### src/rtl/regfile_wb_scheduler.sv
// Regfile writeback scheduler: round-robin arbitration of ALU/LSU writebacks onto the
// single regfile write port, plus a pending-write scoreboard for decode hazard checks.
module regfile_wb_scheduler #(
    parameter int DATA_WIDTH = 32,
    parameter int ADDR_WIDTH = 5,
    parameter int NUM_REGS   = 32
) (
    input  logic                  clk,
    input  logic                  rst,
    input  logic                  alu_valid,
    output logic                  alu_ready,
    input  logic [ADDR_WIDTH-1:0] alu_rd,
    input  logic [DATA_WIDTH-1:0] alu_data,
    input  logic                  lsu_valid,
    output logic                  lsu_ready,
    input  logic [ADDR_WIDTH-1:0] lsu_rd,
    input  logic [DATA_WIDTH-1:0] lsu_data,
    input  logic                  issue_valid,
    input  logic [ADDR_WIDTH-1:0] issue_rd,
    input  logic [ADDR_WIDTH-1:0] rs1_addr,
    input  logic [ADDR_WIDTH-1:0] rs2_addr,
    output logic                  rs1_busy,
    output logic                  rs2_busy,
    output logic [NUM_REGS-1:0]   busy_vec,
    output logic                  we,
    output logic [ADDR_WIDTH-1:0] rd_addr,
    output logic [DATA_WIDTH-1:0] wdata
);

    localparam logic RR_ALU = 1'b0;
    localparam logic RR_LSU = 1'b1;

    logic                  r_rr_last;
    logic                  r_we;
    logic [ADDR_WIDTH-1:0] r_rd;
    logic [DATA_WIDTH-1:0] r_wdata;
    logic [NUM_REGS-1:0]   r_busy;

    logic                  w_alu_gnt;
    logic                  w_lsu_gnt;
    logic [ADDR_WIDTH-1:0] w_gnt_rd;
    logic [DATA_WIDTH-1:0] w_gnt_data;
    logic [NUM_REGS-1:0]   w_busy_nxt;

    // Grants are gated by rst so neither source sees ready while reset is held.
    always_comb begin
        w_alu_gnt  = !rst && alu_valid && (!lsu_valid || (r_rr_last == RR_LSU));
        w_lsu_gnt  = !rst && lsu_valid && (!alu_valid || (r_rr_last == RR_ALU));
        w_gnt_rd   = w_alu_gnt ? alu_rd   : lsu_rd;
        w_gnt_data = w_alu_gnt ? alu_data : lsu_data;
    end

    // Clear is applied before set so a newly issued producer keeps the entry busy.
    always_comb begin
        w_busy_nxt = r_busy;
        if (r_we) begin
            w_busy_nxt[r_rd] = 1'b0;
        end
        if (issue_valid && (issue_rd != '0)) begin
            w_busy_nxt[issue_rd] = 1'b1;
        end
        w_busy_nxt[0] = 1'b0;
    end

    always_ff @(posedge clk or posedge rst) begin
        if (rst) begin
            r_rr_last <= RR_LSU;
            r_we      <= 1'b0;
            r_rd      <= '0;
            r_wdata   <= '0;
            r_busy    <= '0;
        end else begin
            r_busy <= w_busy_nxt;
            if (w_alu_gnt || w_lsu_gnt) begin
                r_rr_last <= w_alu_gnt ? RR_ALU : RR_LSU;
                r_we      <= (w_gnt_rd != '0);
                r_rd      <= w_gnt_rd;
                r_wdata   <= w_gnt_data;
            end else begin
                r_we <= 1'b0;
            end
        end
    end

    assign alu_ready = w_alu_gnt;
    assign lsu_ready = w_lsu_gnt;
    assign rs1_busy  = r_busy[rs1_addr];
    assign rs2_busy  = r_busy[rs2_addr];
    assign busy_vec  = r_busy;
    assign we        = r_we;
    assign rd_addr   = r_rd;
    assign wdata     = r_wdata;

endmodule
### config.mk
export PLATFORM = sky130hd
export DESIGN_NAME = regfile_wb_scheduler
export DESIGN_NICKNAME = d
export VERILOG_FILES = /design/src/rtl/regfile_wb_scheduler.sv
export SDC_FILE = /design/constraint.sdc
export NUM_CORES = 1
export LEC_CHECK = 0
export BUFFER_PORTS_ARGS = -buffer_cell sky130_fd_sc_hd__buf_2
export CORE_ASPECT_RATIO = 0.5
export CORE_MARGIN = 3
export CORE_UTILIZATION = 40
export DETAILED_ROUTE_END_ITERATION = 12
export GPL_TIMING_DRIVEN = 0
export PLACE_DENSITY = 0.7
export SETUP_SLACK_MARGIN = 0.05
export SLEW_MARGIN = 25
export SYNTH_ARGS = -nofsm -noshare
export SYNTH_HDL_FRONTEND = slang
export SYNTH_SLANG_ARGS = --single-unit
### constraint.sdc
create_clock -name clk -period 2.05 [get_ports clk]
set_clock_uncertainty 0.15 [all_clocks]
set_input_delay 0.205 -clock clk [delete_from_list [all_inputs] [get_ports clk]]
set_output_delay 0.205 -clock clk [all_outputs]
set_load 0.05 [all_outputs]
# [Yosys cells after proc, flatten, opt, wreduce, memory -nomap -nowiden]
# Index checks and enable logic that the tools add are counted.
[classes] n_lt_le_gt_ge=6 bitwise_logic=4 n_reduce_logical=15 mux=14
[ops] cell="2-to-1 mux 32 bit" count=3
[ops] cell="AND 32 bit" count=1
[ops] cell="NOT 32 bit" count=1
[ops] cell="OR 32 bit" count=1
[ops] cell="less-than comparator 5 x 6 -> 1 bit, second input constant" count=4
[ops] cell="binary-select mux 1 bit (select 5 bit)" count=2
[ops] cell="demux 1 bit (select 5 bit)" count=2
[ops] cell=">= comparator 5 x 1 -> 1 bit, second input constant" count=2
[ops] cell="nonzero test 5 bit" count=2
[ops] cell="logical AND 1 bit" count=7
[ops] cell="2-to-1 mux 1 bit" count=6
[ops] cell="2-to-1 mux 5 bit" count=1
[ops] cell="zero test 1 bit" count=3
[ops] cell="logical OR 1 bit" count=3
[ops] cell="NOT 1 bit" count=1
[word_totals] wordCells=44 in_bits=94 regBits=70

# [Depth between registers and ports, before layout]
[logic_depth] depth_word=9 mapped_depth=6 depth_no_buf=4

# [Worst setup path before layout]
# Ideal clock, no wire load.
[synth_path] path_type="input to register" start="in rst" end="reg r_we (netlist: we)" t_arrival_ns=1.935 stages=5 n_path_buf=2 setup_time_ns=0.099 slack_ns=-0.135 cell_sequence="inv_2 o21ai_0 buf_2 buf_2 a311oi_1"
[synth_between] elab_chain_len=6
[synth_lines] element="from (decl)" line="9" text="input logic rst,"
[synth_lines] element="zero test 1 bit (no line) (*)"
[synth_lines] element="logical AND 1 bit (2 in a row)" line="47" text="w_alu_gnt = !rst && alu_valid && (!lsu_valid || (r_rr_last == RR_LSU));"
[synth_lines] element="2-to-1 mux 5 bit" line="49" text="w_gnt_rd = w_alu_gnt ? alu_rd : lsu_rd;"
[synth_lines] element="nonzero test 5 bit" line="76" text="r_we <= (w_gnt_rd != '0);"
[synth_lines] element="2-to-1 mux 1 bit (*)" line="74" text="if (w_alu_gnt || w_lsu_gnt) begin"
[synth_lines] element="to (signal assigned)" line="76"
[synth_lines] element="to (decl)" line="34" text="logic r_we;"
# Mark *: on every way between the ends. The rest lies on a longest branch, timed or not.
# A chain may end at the register's enable or synchronous reset.

# [Final worst setup path]
[layout_path] start="reg r_busy[7] (netlist: busy_vec[7])" end="out rs2_busy"
[layout_between] elab_chain_len=2
[layout_lines] element="from (decl)" line="37" text="logic [NUM_REGS-1:0] r_busy;"
[layout_lines] element="from (signal assigned)" line="73" text="r_busy <= w_busy_nxt;"
[layout_lines] element="binary-select mux 1 bit (select 5 bit)" line="88" text="assign rs2_busy = r_busy[rs2_addr];"
[layout_lines] element="2-to-1 mux 1 bit (implied by the code)" line="88"
[layout_lines] element="to (decl)" line="23" text="output logic rs2_busy,"
# No other way between the ends. The select of a mux whose other input is x is not followed.

==> results.txt <==
----------------------------------------------------
[Outcome]
  Result of the run ... finished with violations
  Violated checks ... negative hold slack, negative setup slack

[STA]
  Achievable clock frequency ... about 470 MHz
  Worst hold margin ... -0.210 ns
  Crit path setup slack, layout ... -0.0846 ns
  Min Tclk post-route ... ~2.1 ns
  Total setup violations reported at the end of the flow ... 2
  Count of final max-slew check failures ... 0
  Final hold vios ... 69
  Setup repair after global routing missed its margin ... yes
  Ratio of final minimum period to clock period ... 104%

[Power and ir drop]
  Switching pwr ... about 2800 uW
  Clk network pwr share ... 25.9%
  Switching share of power ... ~44%
  Part of the total power dissipated in combinational logic ... between 40% and 50%
  Internal power contribution ... between 3000 and 4000 uW
  Leakage power figure ... about 0.0025 uW
  Maximum VDD drop ... 0.000538 V
  Total power density per cell area ... approximately 1200 nW/um^2
  Fraction of power consumed by sequential logic ... between 30% and 40%

[Critical path]
  List of cells traversed by the critical path ... mux4_2, nand2b_4, o211ai_1, nand4_1, buf_6
  Critical-path maximum fanout ... 3
  Delay of the slowest cell on the worst path ... a little under 0.5 ns
  Library cell contributing the largest single delay on the critical path ... sky130_fd_sc_hd__mux4_2
  Critical path's top delay family ... multiplexers
  Data arrival time at the worst-slack endpoint ... 1.78 ns
  CP bufs+invs ... 1
  Required time of the critical path ... approximately 1.7 ns
  Startpoint kind of the worst setup timing path ... flop
  Worst Setup Path Type ... flop to output pin
  Endpoint type of the worst setup path ... output pin

[Die]
  Overall die height ... roughly 74 um
  Starting Density ... between 40% and 50%
  Core Region ... slightly below 9000 um^2
  DIE AREA ... around 11000 um^2
  Io pins ... approximately 170
  Die Wd ... ~140 um
  Standard-cell row count ... 24

[Finish]
  Most used cells in the layout excluding fill and tap cells ... sky130_fd_sc_hd__buf_2, sky130_fd_sc_hd__o21ai_0, sky130_fd_sc_hd__dfrtp_1, sky130_fd_sc_hd__mux2i_1, sky130_fd_sc_hd__nand2_1
  Diode count ... 0
  Final instance area ... about 5200 um^2
  Net count of the finished layout ... 651
  Leading cell type in the layout, fill and taps excluded ... sky130_fd_sc_hd__buf_2
  Proportion of layout cells with a drive suffix above 1 ... between 40% and 50%
  Area growth, synth to finish ... 38.4%
  Total of fill cells in the finished design ... 780
  Non-filler cells, final ... 679

[Clocking]
  Total clock sinks ... 70
  Clock transition at the register clock pins on the worst setup and hold paths after CTS ... approximately 0.060 ns
  Level count of the clock H-tree ... 3
  Clock buffers created by TritonCTS ... 9
  Root Driver ... sky130_fd_sc_hd__clkbuf_16
  Clock tree from TritonCTS ... built
  Hold_buf cts ... 3
  Insertion delay to the later sink of the worst-skew pair ... 0.32 ns
  Worst-case clock buffer depth ... 2

[Synth]
  Syn avg cell area ... approximately 10 um^2
  Main synth FF type ... sky130_fd_sc_hd__dfrtp_1
  Number of distinct library cells after synthesis ... 37
  Number of warnings reported in the yosys synthesis log ... 0
  Sequential share of the synthesized area ... roughly 47%
  Area of the mapped netlist ... 3740 um^2
  Post-synthesis net count ... about 470
  Post-Syn Instances ... 372
  Number of register bits inferred by synthesis ... 70
  Share of async-settable or async-resettable flops after synthesis ... between 90% and 100%
  Post-synth EDFFs ... 0

[Global route]
  Pin count of the biggest net entering global routing ... 75
  Number of global-route vias before repair ... between 3000 and 4000
  Global route overflow ... 0
  GRT Overall Usage ... 20.0%
  Wire length of the first global-routing pass ... between 15 and 20 mm
  Number of antenna violations at the first check in global routing ... 0

[Route]
  Pre-Repair DR Iteration Count ... 4
  Residual DRC ... 0
  Vias after detailed routing ... 3537
  Met3 routed WL ... slightly below 600 um
  Number of violations reported at the end of detailed-routing iteration 0 ... 135
  Highest layer used for signal routing ... met4
  Number of nets with antenna violations after routing ... 0
  Detailed-route vias per instance ... 5.21
  Met2 WL ... 5.34 mm
  WL/cell ... 15.8 um
  Total length of routed wires ... around 11 mm
  Met1 wire length ... ~4.7 mm

[Placed design]
  Placed Instances ... between 600 and 700
  Last weighted congestion value of the routability-driven placer ... 0.822
  Final HPWL from detailed placement ... ~8 mm
  Placement Setup Slack ... -0.418 ns
  Cell area after placement ... 4710 um^2
  Count of input and output buffers ... around 160

[Worst hold path]
  Min-Delay Path Class ... input pin to asynchronous set/reset pin

[Run]
  Max-cap check violation count ... 0

----------------------------------------------------
==> final cells by class <==
type	instances	area, um^2	share of cell area [%]
Multi-Input combinational cell	274	1840	35.6
Inverter	6	30.0	0.581
Buffer	22	144	2.78
Clock buffer	10	229	4.43
Timing Repair Buffer	174	921	17.8
Tap cell	117	146	2.83
Clock inverter	6	93.8	1.82
Sequential cell	70	1770	34.2
==> synth_stat cells, types with 2 or more instances <==
| cell | count | area (um^2) |
|---|---|---|
| sky130_fd_sc_hd__nand4_1 | 2 | 12.5 |
| sky130_fd_sc_hd__nor2b_1 | 4 | 25.0 |
| sky130_fd_sc_hd__nand3b_1 | 10 | 75.1 |
| sky130_fd_sc_hd__o21ai_1 | 7 | 35.0 |
| sky130_fd_sc_hd__nand3_1 | 12 | 60.1 |
| sky130_fd_sc_hd__or3b_2 | 3 | 26.3 |
| sky130_fd_sc_hd__nand2b_1 | 4 | 25.0 |
| sky130_fd_sc_hd__o211ai_1 | 2 | 15.0 |
| sky130_fd_sc_hd__dfrtp_1 | 69 | 1730 |
| sky130_fd_sc_hd__nor2_1 | 7 | 26.3 |
| sky130_fd_sc_hd__o2111ai_1 | 2 | 17.5 |
| sky130_fd_sc_hd__mux2i_1 | 55 | 551 |
| sky130_fd_sc_hd__mux4_2 | 6 | 135 |
| sky130_fd_sc_hd__inv_1 | 5 | 18.8 |
| sky130_fd_sc_hd__a21oi_1 | 7 | 35.0 |
| sky130_fd_sc_hd__buf_2 | 9 | 45.0 |
| sky130_fd_sc_hd__or3b_1 | 2 | 17.5 |
| sky130_fd_sc_hd__a22oi_1 | 4 | 30.0 |
| sky130_fd_sc_hd__nor3_1 | 2 | 10.0 |
| sky130_fd_sc_hd__buf_6 | 6 | 67.6 |
| sky130_fd_sc_hd__a211oi_1 | 3 | 22.5 |
| sky130_fd_sc_hd__clkbuf_1 | 5 | 18.8 |
| sky130_fd_sc_hd__o21ai_0 | 92 | 460 |
| sky130_fd_sc_hd__nand2_1 | 41 | 154 |
==> worst reg2reg max path: stages, from the launching register on <==
cell and delay [ns]:
sky130_fd_sc_hd__dfrtp_1 0.33, sky130_fd_sc_hd__clkbuf_1 0.29, sky130_fd_sc_hd__or3b_1 0.46, sky130_fd_sc_hd__o21ai_0 0.17, sky130_fd_sc_hd__o21ai_0 0.11
==> metrics by stage <==
step                      utilization, %  power, uW  setup TNS (ns)
after global routing                58.2       6760          -0.321
after detailed placement            53.0       4650          -13.27
after global placement              53.0       4610          -10.01
final                               58.2       6430          -0.160
after CTS                           57.7       6410          -0.187
after floorplan                        -       3900         -0.0350
==> layer usage <==
layer / track usage [%] / vias to the layer above
li1: - / 1728
met1: 25.9 / 1679
met2: 33.9 / 116
met3: 5.20 / 14
met4: 5.37 / 0
met5: 0 / -
==> path summary, 6_finish.rpt <==
kind,from,endpoint,slack (ns),cells past startpoint
setup / recovery,busy_vec[7],rs2_busy,-0.08,5
hold / removal,rst,wdata[10],-0.21,2
setup reg to reg,rd_addr[2],busy_vec[6],0.41,4
hold reg to reg,wdata[21],wdata[21],0.32,2
max in group asynchronous,rst,busy_vec[22],1.57,2
min in group clk,alu_data[19],wdata[19],0.01,3
==> registers in the layout (all words and copies together), names as in the netlist <==
name / cells
r_rr_last: 1
we: 1
wdata: 32
rd_addr: 5
busy_vec: 31
==> kinds of logic after synthesis <==
logic type,after synthesis,synth area share (%)
flops,70,46.9
compound gates,121,17.7
other cells,1,0.100
mux,61,18.4
simple gates,91,12.5
buf+inv,28,4.45
==> power by group through the flow <==
stage	sequential (uW)	clock [uW]	combinational, uW
final	2070	1670	2690
after global routing	2110	1770	2870
after CTS	2070	1700	2650
after detailed placement	2100	0	2540
after global placement	2100	0	2510
after floorplan	3190	0	713
==> what timing repair did <==
item | 4_1_cts | 5_1_grt
setup buffers | 5 | 4
gates resized for setup | 7 | 4
pin swaps | 2 | 3
endpoints found under the setup margin | 41 | 8
endpoints found under the hold margin | 71 | 69
Power figures use the tool's default switching activity.
